<file path="src/rtl/uart_rx_frame_ctrl_if.sv">
// Link between the UART RX frame controller, its edge/bit counter and the
// RX-side consumer of received words and error pulses.
interface uart_rx_frame_ctrl_if #(
  parameter int unsigned DATA_WIDTH     = 8,
  parameter int unsigned PRESCALE_WIDTH = 5
);
  logic                      cnt_enable;
  logic [PRESCALE_WIDTH-1:0] edge_count;
  logic [DATA_WIDTH-1:0]     P_DATA;
  logic                      data_valid;
  logic                      parity_error;
  logic                      stop_error;
  logic                      start_glitch;

  modport master (
    input  edge_count,
    output cnt_enable,
    output P_DATA,
    output data_valid,
    output parity_error,
    output stop_error,
    output start_glitch
  );

  modport slave (
    output edge_count,
    input  cnt_enable,
    input  P_DATA,
    input  data_valid,
    input  parity_error,
    input  stop_error,
    input  start_glitch
  );
endinterface

</file>
<file path="src/rtl/uart_rx_frame_ctrl.sv">
// UART receive frame controller: start detection, 3-sample majority voting,
// LSB-first deserialisation, optional parity and stop-bit checking.
module uart_rx_frame_ctrl #(
  parameter int unsigned DATA_WIDTH     = 8,
  parameter int unsigned PRESCALE_WIDTH = 5
) (
  input  logic                      CLK,
  input  logic                      RST,
  input  logic                      RX_IN,
  input  logic [PRESCALE_WIDTH-1:0] prescale,
  input  logic                      parity_enable,
  input  logic                      parity_type,
  uart_rx_frame_ctrl_if.master      rx_if
);

  localparam int unsigned IdxW = (DATA_WIDTH > 1) ? $clog2(DATA_WIDTH) : 1;

  typedef enum logic [2:0] {StIdle, StStart, StData, StParity, StStop} state_e;

  state_e                    state_q;
  logic                      cnt_enable_q;
  logic                      s0_q, s1_q, s2_q;
  logic [DATA_WIDTH-1:0]     shift_q;
  logic [DATA_WIDTH-1:0]     p_data_q;
  logic [IdxW-1:0]           idx_q;
  logic                      par_en_q, par_type_q, par_err_q;
  logic                      data_valid_q, parity_error_q, stop_error_q, start_glitch_q;

  logic [PRESCALE_WIDTH-1:0] mid, mid_m1, mid_p1;
  logic                      bit_end, bit_val;

  assign mid     = prescale >> 1;
  assign mid_m1  = mid - PRESCALE_WIDTH'(1);
  assign mid_p1  = mid + PRESCALE_WIDTH'(1);
  assign bit_end = (rx_if.edge_count == prescale);
  assign bit_val = (s0_q & s1_q) | (s0_q & s2_q) | (s1_q & s2_q);

  always_ff @(posedge CLK or negedge RST) begin
    if (!RST) begin
      state_q        <= StIdle;
      cnt_enable_q   <= 1'b0;
      s0_q           <= 1'b0;
      s1_q           <= 1'b0;
      s2_q           <= 1'b0;
      shift_q        <= '0;
      p_data_q       <= '0;
      idx_q          <= '0;
      par_en_q       <= 1'b0;
      par_type_q     <= 1'b0;
      par_err_q      <= 1'b0;
      data_valid_q   <= 1'b0;
      parity_error_q <= 1'b0;
      stop_error_q   <= 1'b0;
      start_glitch_q <= 1'b0;
    end else begin
      data_valid_q   <= 1'b0;
      parity_error_q <= 1'b0;
      stop_error_q   <= 1'b0;
      start_glitch_q <= 1'b0;

      // The last sample lands at mid+1 < prescale, so it is settled at bit end.
      if (cnt_enable_q) begin
        if (rx_if.edge_count == mid_m1) s0_q <= RX_IN;
        if (rx_if.edge_count == mid)    s1_q <= RX_IN;
        if (rx_if.edge_count == mid_p1) s2_q <= RX_IN;
      end

      case (state_q)
        StIdle: begin
          if (!RX_IN) begin
            state_q      <= StStart;
            cnt_enable_q <= 1'b1;
          end
        end
        StStart: begin
          if (bit_end) begin
            if (bit_val) begin
              start_glitch_q <= 1'b1;
              cnt_enable_q   <= 1'b0;
              state_q        <= StIdle;
            end else begin
              idx_q      <= '0;
              par_en_q   <= parity_enable;
              par_type_q <= parity_type;
              par_err_q  <= 1'b0;
              state_q    <= StData;
            end
          end
        end
        StData: begin
          if (bit_end) begin
            shift_q <= {bit_val, shift_q[DATA_WIDTH-1:1]};
            if (idx_q == IdxW'(DATA_WIDTH - 1)) begin
              state_q <= par_en_q ? StParity : StStop;
            end else begin
              idx_q <= idx_q + IdxW'(1);
            end
          end
        end
        StParity: begin
          if (bit_end) begin
            par_err_q <= bit_val != ((^shift_q) ^ par_type_q);
            state_q   <= StStop;
          end
        end
        StStop: begin
          if (bit_end) begin
            state_q      <= StIdle;
            cnt_enable_q <= 1'b0;
            if (!bit_val)  stop_error_q   <= 1'b1;
            if (par_err_q) parity_error_q <= 1'b1;
            if (bit_val && !par_err_q) begin
              p_data_q     <= shift_q;
              data_valid_q <= 1'b1;
            end
          end
        end
        default: begin
          state_q      <= StIdle;
          cnt_enable_q <= 1'b0;
        end
      endcase
    end
  end

  assign rx_if.cnt_enable   = cnt_enable_q;
  assign rx_if.P_DATA       = p_data_q;
  assign rx_if.data_valid   = data_valid_q;
  assign rx_if.parity_error = parity_error_q;
  assign rx_if.stop_error   = stop_error_q;
  assign rx_if.start_glitch = start_glitch_q;

endmodule

</file>
<file path="src/flat_wrapper.sv">
// flat-port wrapper written by rule: the top's interface ports become plain ports
module uart_rx_frame_ctrl_flat 
#(
  parameter int unsigned DATA_WIDTH     = 8,
  parameter int unsigned PRESCALE_WIDTH = 5
)
  (CLK, RST, RX_IN, prescale, parity_enable, parity_type, rx_if_edge_count, rx_if_cnt_enable, rx_if_P_DATA, rx_if_data_valid, rx_if_parity_error, rx_if_stop_error, rx_if_start_glitch);
  uart_rx_frame_ctrl_if #(.DATA_WIDTH(DATA_WIDTH), .PRESCALE_WIDTH(PRESCALE_WIDTH)) rx_if_i ();
  input  logic CLK;
  input  logic RST;
  input  logic RX_IN;
  input  logic [PRESCALE_WIDTH-1:0] prescale;
  input  logic parity_enable;
  input  logic parity_type;
  input wire logic [$bits(rx_if_i.edge_count)-1:0] rx_if_edge_count;
  output wire logic [$bits(rx_if_i.cnt_enable)-1:0] rx_if_cnt_enable;
  output wire logic [$bits(rx_if_i.P_DATA)-1:0] rx_if_P_DATA;
  output wire logic [$bits(rx_if_i.data_valid)-1:0] rx_if_data_valid;
  output wire logic [$bits(rx_if_i.parity_error)-1:0] rx_if_parity_error;
  output wire logic [$bits(rx_if_i.stop_error)-1:0] rx_if_stop_error;
  output wire logic [$bits(rx_if_i.start_glitch)-1:0] rx_if_start_glitch;
  assign rx_if_i.edge_count = rx_if_edge_count;
  assign rx_if_cnt_enable = rx_if_i.cnt_enable;
  assign rx_if_P_DATA = rx_if_i.P_DATA;
  assign rx_if_data_valid = rx_if_i.data_valid;
  assign rx_if_parity_error = rx_if_i.parity_error;
  assign rx_if_stop_error = rx_if_i.stop_error;
  assign rx_if_start_glitch = rx_if_i.start_glitch;
  uart_rx_frame_ctrl #(.DATA_WIDTH(DATA_WIDTH), .PRESCALE_WIDTH(PRESCALE_WIDTH)) u_core (.CLK(CLK), .RST(RST), .RX_IN(RX_IN), .prescale(prescale), .parity_enable(parity_enable), .parity_type(parity_type), .rx_if(rx_if_i));
endmodule
</file>
<file path="config.mk">
export PLATFORM = sky130hd
export DESIGN_NAME = uart_rx_frame_ctrl_flat
export DESIGN_NICKNAME = d
export VERILOG_FILES = /design/src/rtl/uart_rx_frame_ctrl_if.sv /design/src/rtl/uart_rx_frame_ctrl.sv /design/src/flat_wrapper.sv
export SDC_FILE = /design/constraint.sdc
export NUM_CORES = 1
export LEC_CHECK = 0
export CORE_AREA = 8 8 99 79
export DETAILED_ROUTE_END_ITERATION = 7
export DIE_AREA = 0 0 107 87
export GPL_ROUTABILITY_DRIVEN = 0
export PLACE_DENSITY_LB_ADDON = 0.12
export SLEW_MARGIN = 20
export SYNTH_ARGS = -nofsm -noshare
export SYNTH_HDL_FRONTEND = slang
export SYNTH_SLANG_ARGS = --single-unit
</file>
<file path="constraint.sdc">
create_clock -name CLK -period 1.6 [get_ports CLK]
set_input_delay 0.16 -clock CLK [delete_from_list [all_inputs] [get_ports CLK]]
set_output_delay 0.16 -clock CLK [all_outputs]
set_load 0.02 [all_outputs]
</file>
[Yosys cells after proc, flatten, opt, wreduce, memory -nomap -nowiden]
Cells that the tools add are included.
Operators by class
  reduce and logical (&&, ||, !) cells: 17
  $add $sub $neg: 3
  bitwise logic cells: 8
  mux-type cells: 35
  equal/unequal tests: 19
Operators with widths (number)
  2-to-1 mux 3 bit: 11
  2-to-1 mux 1 bit: 19
  == test 5 bit: 3
  case mux 3 bit (5 select lines): 1
  inequality test 2 x 1 -> 1 bit (second input constant): 6
  AND reduction 5 bit: 2
  AND reduction 2 bit: 4
  parity 8 bit: 1
  == test 3 x 2 -> 1 bit (second input constant): 2
  == test 3 bit (second input constant): 2
  inequality test 2 bit (second input constant): 3
  case mux 3 bit (2 select lines): 1
  AND reduction 3 bit: 2
  AND reduction 6 bit: 1
  adder 4 x 1 -> 5 bit (second input constant): 1
  == test 5 x 4 -> 1 bit: 1
  subtractor 4 x 1 -> 5 bit (second input constant): 1
  case mux 1 bit (4 select lines): 1
  AND reduction 4 bit: 1
  nonzero test 2 bit: 2
  adder 3 x 1 -> 3 bit (second input constant): 1
  bitwise AND 1 bit: 3
  == test 3 x 1 -> 1 bit (second input constant): 1
  logical NOT 3 bit: 1
  9 further kinds: 11
Storage, ports and cells
  flip-flop bits (word level): 33
  word-level logic and storage cells: 97
  output and inout bits: 13

[Longest topological paths before layout]
  word-level depth: 7
  mapped depth: 7
  gate-level depth less buffers: 7

[Worst setup path before layout]
OpenSTA, ideal clock, no wires.
  path type: input to register
  start: input prescale[1]
  end: register u_core.s0_q
  slack: -9 ps
  arrival: 1482 ps
  library setup time: 128 ps
  stages: 6
  buffers on the path: 0
  cells stage by stage: inv_1 -> ha_1 -> or2b_1 -> a311o_1 -> a211oi_2 -> mux2_1
On the way
  longest elaborated chain between the ends: 3
RTL lines
  from (decl): RTL line flat_wrapper.sv:12  | input logic [PRESCALE_WIDTH-1:0] prescale;
  subtractor 4 x 1 -> 5 bit: RTL line uart_rx_frame_ctrl.sv:33  | assign mid_m1 = mid - PRESCALE_WIDTH'(1);
  == test 5 bit: RTL line uart_rx_frame_ctrl.sv:63  | if (rx_if.edge_count == mid_m1) s0_q <= RX_IN;
  AND reduction 2 bit (no source line)
  to (signal assigned): RTL line uart_rx_frame_ctrl.sv:42  | s0_q <= 1'b0;
  to (signal assigned): RTL line uart_rx_frame_ctrl.sv:63
  to (decl): RTL line uart_rx_frame_ctrl.sv:22  | logic s0_q, s1_q, s2_q;
Every way passes these cells.
A chain may end at the register's enable or synchronous reset.

[Worst setup path in the final report]
  start: input prescale[1]
  end: register u_core.s2_q
On the way
  longest elaborated chain between the ends: 3
RTL lines
  adder 4 x 1 -> 5 bit: RTL line uart_rx_frame_ctrl.sv:34  | assign mid_p1 = mid + PRESCALE_WIDTH'(1);
  == test 5 bit: RTL line uart_rx_frame_ctrl.sv:65  | if (rx_if.edge_count == mid_p1) s2_q <= RX_IN;
  AND reduction 2 bit (no source line)
  to (signal assigned): RTL line uart_rx_frame_ctrl.sv:44  | s2_q <= 1'b0;
  to (signal assigned): RTL line uart_rx_frame_ctrl.sv:65
  to (decl): RTL line uart_rx_frame_ctrl.sv:22
Every way passes these cells.

==> parameters.txt <==
Parameter                              Value

Yosys
  Number of nets produced by synthesis ... 182
  Share of the synthesized area in the top cell type ... 45.77%
  Combinational family with the most area after synthesis ... simple AND/OR/NAND/NOR gates
  Leading cell type by number of instances after synthesis ... sky130_fd_sc_hd__dfrtp_1
  XOR/XNOR share of the synthesized area ... 10.68%
  Synthesis-stage register bit count ... 33
  EDFF count, synth ... 0
  Syn. warnings ... 0
  Compound-cell area share of the yosys netlist ... 7.836%
  Most numerous cell types in the synthesized netlist ... 33 x sky130_fd_sc_hd__dfrtp_1, 21 x sky130_fd_sc_hd__mux2_2, 17 x sky130_fd_sc_hd__xnor2_1, 10 x sky130_fd_sc_hd__nor2_1, 9 x sky130_fd_sc_hd__nand2_1
  Proportion of register bits with asynchronous set or reset after synthesis ... 100.0%
  Cell count after synthesis ... 163
  Part of the Yosys area used for sequential elements ... 45.77%
  Multiplexer share of the synthesized area ... 13.73%
  Leading area contributor after synthesis ... sky130_fd_sc_hd__dfrtp_1
  Largest cells by area after synthesis ... sky130_fd_sc_hd__dfrtp_1 46%, sky130_fd_sc_hd__mux2_2 13%, sky130_fd_sc_hd__xnor2_1 8.3%
  Simple-gate portion of the synthesized area ... 14.77%
  Post-Synthesis Mean Instance Area ... 11.07 um^2
  Flip-flop cell with the highest count after synthesis ... sky130_fd_sc_hd__dfrtp_1
  Post-synthesis adder-cell area fraction ... 3.329%
  Cell variety after synth ... 36
  Cell area after synthesis ... 1804 um^2

Global route
  Combined global-route utilization of all metal layers ... 9.357%
  Pin count of the biggest net entering global routing ... 34
  Global-route wire length before repair ... 6934 um
  GR met1 Demand/Resource ... 12.25%
  Busiest grt layer ... met2
  Total gr overflow ... 0
  Met3 GRT Util ... 3.476%
  Initial antenna violation count ... 0
  M2 GR Usage ... 13.80%
  Number of global-route vias before repair ... 1,430

Worst setup path
  Critical path fanouts, max ... 5
  Combined buffer and inverter count along the critical path ... 2
  Category of the most critical setup path ... in -> reg
  Category of cells accounting for the largest share of critical-path delay ... buffers and inverters
  Reg-to-reg critical path endpoint ... u_core.idx_q[0]
  Most used cell, CP ... sky130_fd_sc_hd__nor2_1
  Max stage delay on crit path ... 0.29 ns
  Start of the worst register-to-register path ... u_core.state_q[0]
  Required time of the critical path ... 1.77 ns
  Register-to-Register Setup Slack ... 0.11 ns
  Endpoint arrival time on the critical path ... 1.69 ns
  Highest-delay cell along the critical path ... sky130_fd_sc_hd__mux2_2
  CP endpoint kind ... register
  Worst Reg2Reg Path Length in Cells ... 6
  Launching element type of the critical path ... primary input
  Cells along the critical path ... dlygate4sd2_1 > buf_4 > ha_1 > nor2_1 > nor2_1 > a221oi_1 > o21ai_0 > mux2_2

STA
  Highest achievable clock rate ... 0.6561 GHz
  Max-slew headroom ... 72.30%
  Share of the cycle needed by the critical path after routing ... 95.26%
  Least-Margin Pin Slew ... 0.4156 ns
  Final worst-path setup slack ... 0.07577 ns
  Max-slew violation count ... 0
  Post-Route Skew ... 0.003981 ns
  Final hold violation count ... 0
  Setup repair after global routing missed its margin ... yes
  Clock period minus worst slack ... 1.524 ns
  Hold slack ... 0.2793 ns
  Setup-violating endpoint count in the final report ... 0

Clock tree
  Number of levels in the clock H-tree ... 2
  Hold buffer count at CTS ... 0
  Number of clock buffers inserted by TritonCTS ... 5
  Clock Tree Buf Depth ... 2
  CTS clk-pin slew, worst paths ... 0.07 ns
  Clock network latency to the later pin of the worst-skew pair ... 0.28 ns
  Clock net sink count ... 33
  Clock tree from TritonCTS ... yes
  Buffer cell driving the clock tree root ... sky130_fd_sc_hd__clkbuf_8

Drt
  Number of vias per cell after detailed routing ... 4.520
  Routed Wire Length ... 4054 um
  Count of nets left with antenna violations after detail routing ... 0
  Number of detailed-routing iterations run before antenna repair ... 4
  DR WL/cell ... 13.60 um
  Initial drt markers ... 38
  Final routed DRC violation total ... 0
  Total via count after detailed routing ... 1,347

Floorplan
  Initial Util ... 28.15%
  Top-level I/O count ... 28
  Die Wd ... 107 um
  Floorplan Core Area ... 6409 um^2
  Die height ... 87 um
  Area of the die ... 9309 um^2
  Cell Rows ... 26

Placement
  Port Buffers ... 27
  Cell area after placement ... 2308 um^2
  Post-detailed-placement half-perimeter wirelength ... 3128 um
  Dpl ws ... -0.5433 ns

Outcome
  Outcome ... finished, final reports clean

Pwr
  Worst-case vdd ir drop ... 0.4080 mV
  Total power density per cell area ... 1103 nW/um^2
  Static Leak ... 0.001121 uW

Layout
  Post-layout net count ... 232
  Area growth syn-to-layout ... 38.56%
  Number of antenna diodes ... 0
  Share of post-route cells with drive strength above 1 ... 33.18%
  Post-route cell area ... 2500 um^2

Run
  Number of max-capacitance violations reported ... 0

Worst hold path
  Hold crit path type ... in -> async
==> cell families (layout without fill, tap and decap cells) <==
group,count (synthesis),count (layout)
xor gates and xnor gates,22,22
DFF,33,33
buffers and inverters,12,63
adders and majority gates,5,5
AOI/OAI and AO/OA,20,20
and+or+nand+nor,49,49
muxes,22,22
==> flip-flops by register name, indices dropped and copies added (netlist names) <==
register,flops
u_core.rx_if.P_DATA,8
u_core.rx_if.data_valid,1
u_core.idx_q,3
u_core.shift_q,8
u_core.s1_q,1
u_core.rx_if.start_glitch,1
u_core.par_en_q,1
u_core.par_err_q,1
u_core.par_type_q,1
u_core.s2_q,1
u_core.rx_if.cnt_enable,1
u_core.rx_if.stop_error,1
u_core.rx_if.parity_error,1
u_core.state_q,3
u_core.s0_q,1
==> worst register-to-register path, stage by stage (launching register included) <==
cell and delay, ns:
sky130_fd_sc_hd__dfrtp_1 0.38, sky130_fd_sc_hd__buf_4 0.17, sky130_fd_sc_hd__nor2_2 0.21, sky130_fd_sc_hd__nand2_1 0.12, sky130_fd_sc_hd__nor2_1 0.10, sky130_fd_sc_hd__o21ai_1 0.12, sky130_fd_sc_hd__mux2_2 0.28
==> placed cells by master (no fill, tap or decap), drive strengths merged, types with 6 or more instances in the layout <==
cell           count
nor2              11
xnor2             17
dfrtp             33
clkdlybuf4s50     21
clkbuf             7
a21oi              6
buf               23
nand2              9
nor3               7
nand3              7
mux2              22
==> power by group <==
group | switching (uW) | internal (uW) | leakage, uW
Clock | 298 | 508 | 0.0000585
Sequential | 82.6 | 951 | 0.000444
Combinational | 476 | 443 | 0.000618
Total | 856 | 1900 | 0.00112
==> worst max-delay path by stage <==
stage                        start  slack (ns)                     end  depth (start not counted)
6_report               prescale[1]        0.08             u_core.s2_q                          8
2_1_floorplan          prescale[1]        0.03             u_core.s0_q                          6
5_1_grt          u_core.state_q[0]       -0.03         u_core.idx_q[0]                          6
3_3_place_gp           prescale[1]       -0.50             u_core.s0_q                          7
3_5_place_dp           prescale[1]       -0.54             u_core.s0_q                          7
4_1_cts        rx_if_edge_count[4]       0.008  u_core.rx_if.P_DATA[1]                          7
==> timing repair <==
| action | CTS | global route |
|---|---|---|
| endpoints found under the hold margin | 0 | 0 |
| buffers inserted | 0 | 1 |
| gates resized for setup | 9 | 13 |
| pin swaps | 3 | 4 |
| setup endpoints to repair | 25 | 17 |
==> layout make-up <==
class	instances	area [um^2]
Clock buffer	7	86.33
Clock inverter	1	30.03
Fill cell	611	3909
Inverter	5	18.77
Multi-Input combinational cell	118	982.2
Sequential cell	33	825.8
Tap cell	84	105.1
Timing Repair Buffer	50	451.7
==> per-layer routing <==
layer / up-vias / share of wire (%)
li1: 665 / -
met1: 660 / 48
met2: 17 / 47
met3: 5 / 4.8
met4: 0 / 0.84
met5: - / 0
==> stage by stage <==
stage | TNS [ns] | utilization, % | instances | power [uW]
after global routing | -0.06902 | 39.01 | 298 | 2946
after CTS | 0 | 38.09 | 297 | 2728
after global placement | -11.95 | 36.02 | 289 | 1875
after detailed placement | -11.29 | 36.02 | 289 | 1880
final | 0 | 39.01 | 298 | 2758
after floorplan | 0 | - | 163 | 1562
Power figures use the tool's default switching activity.
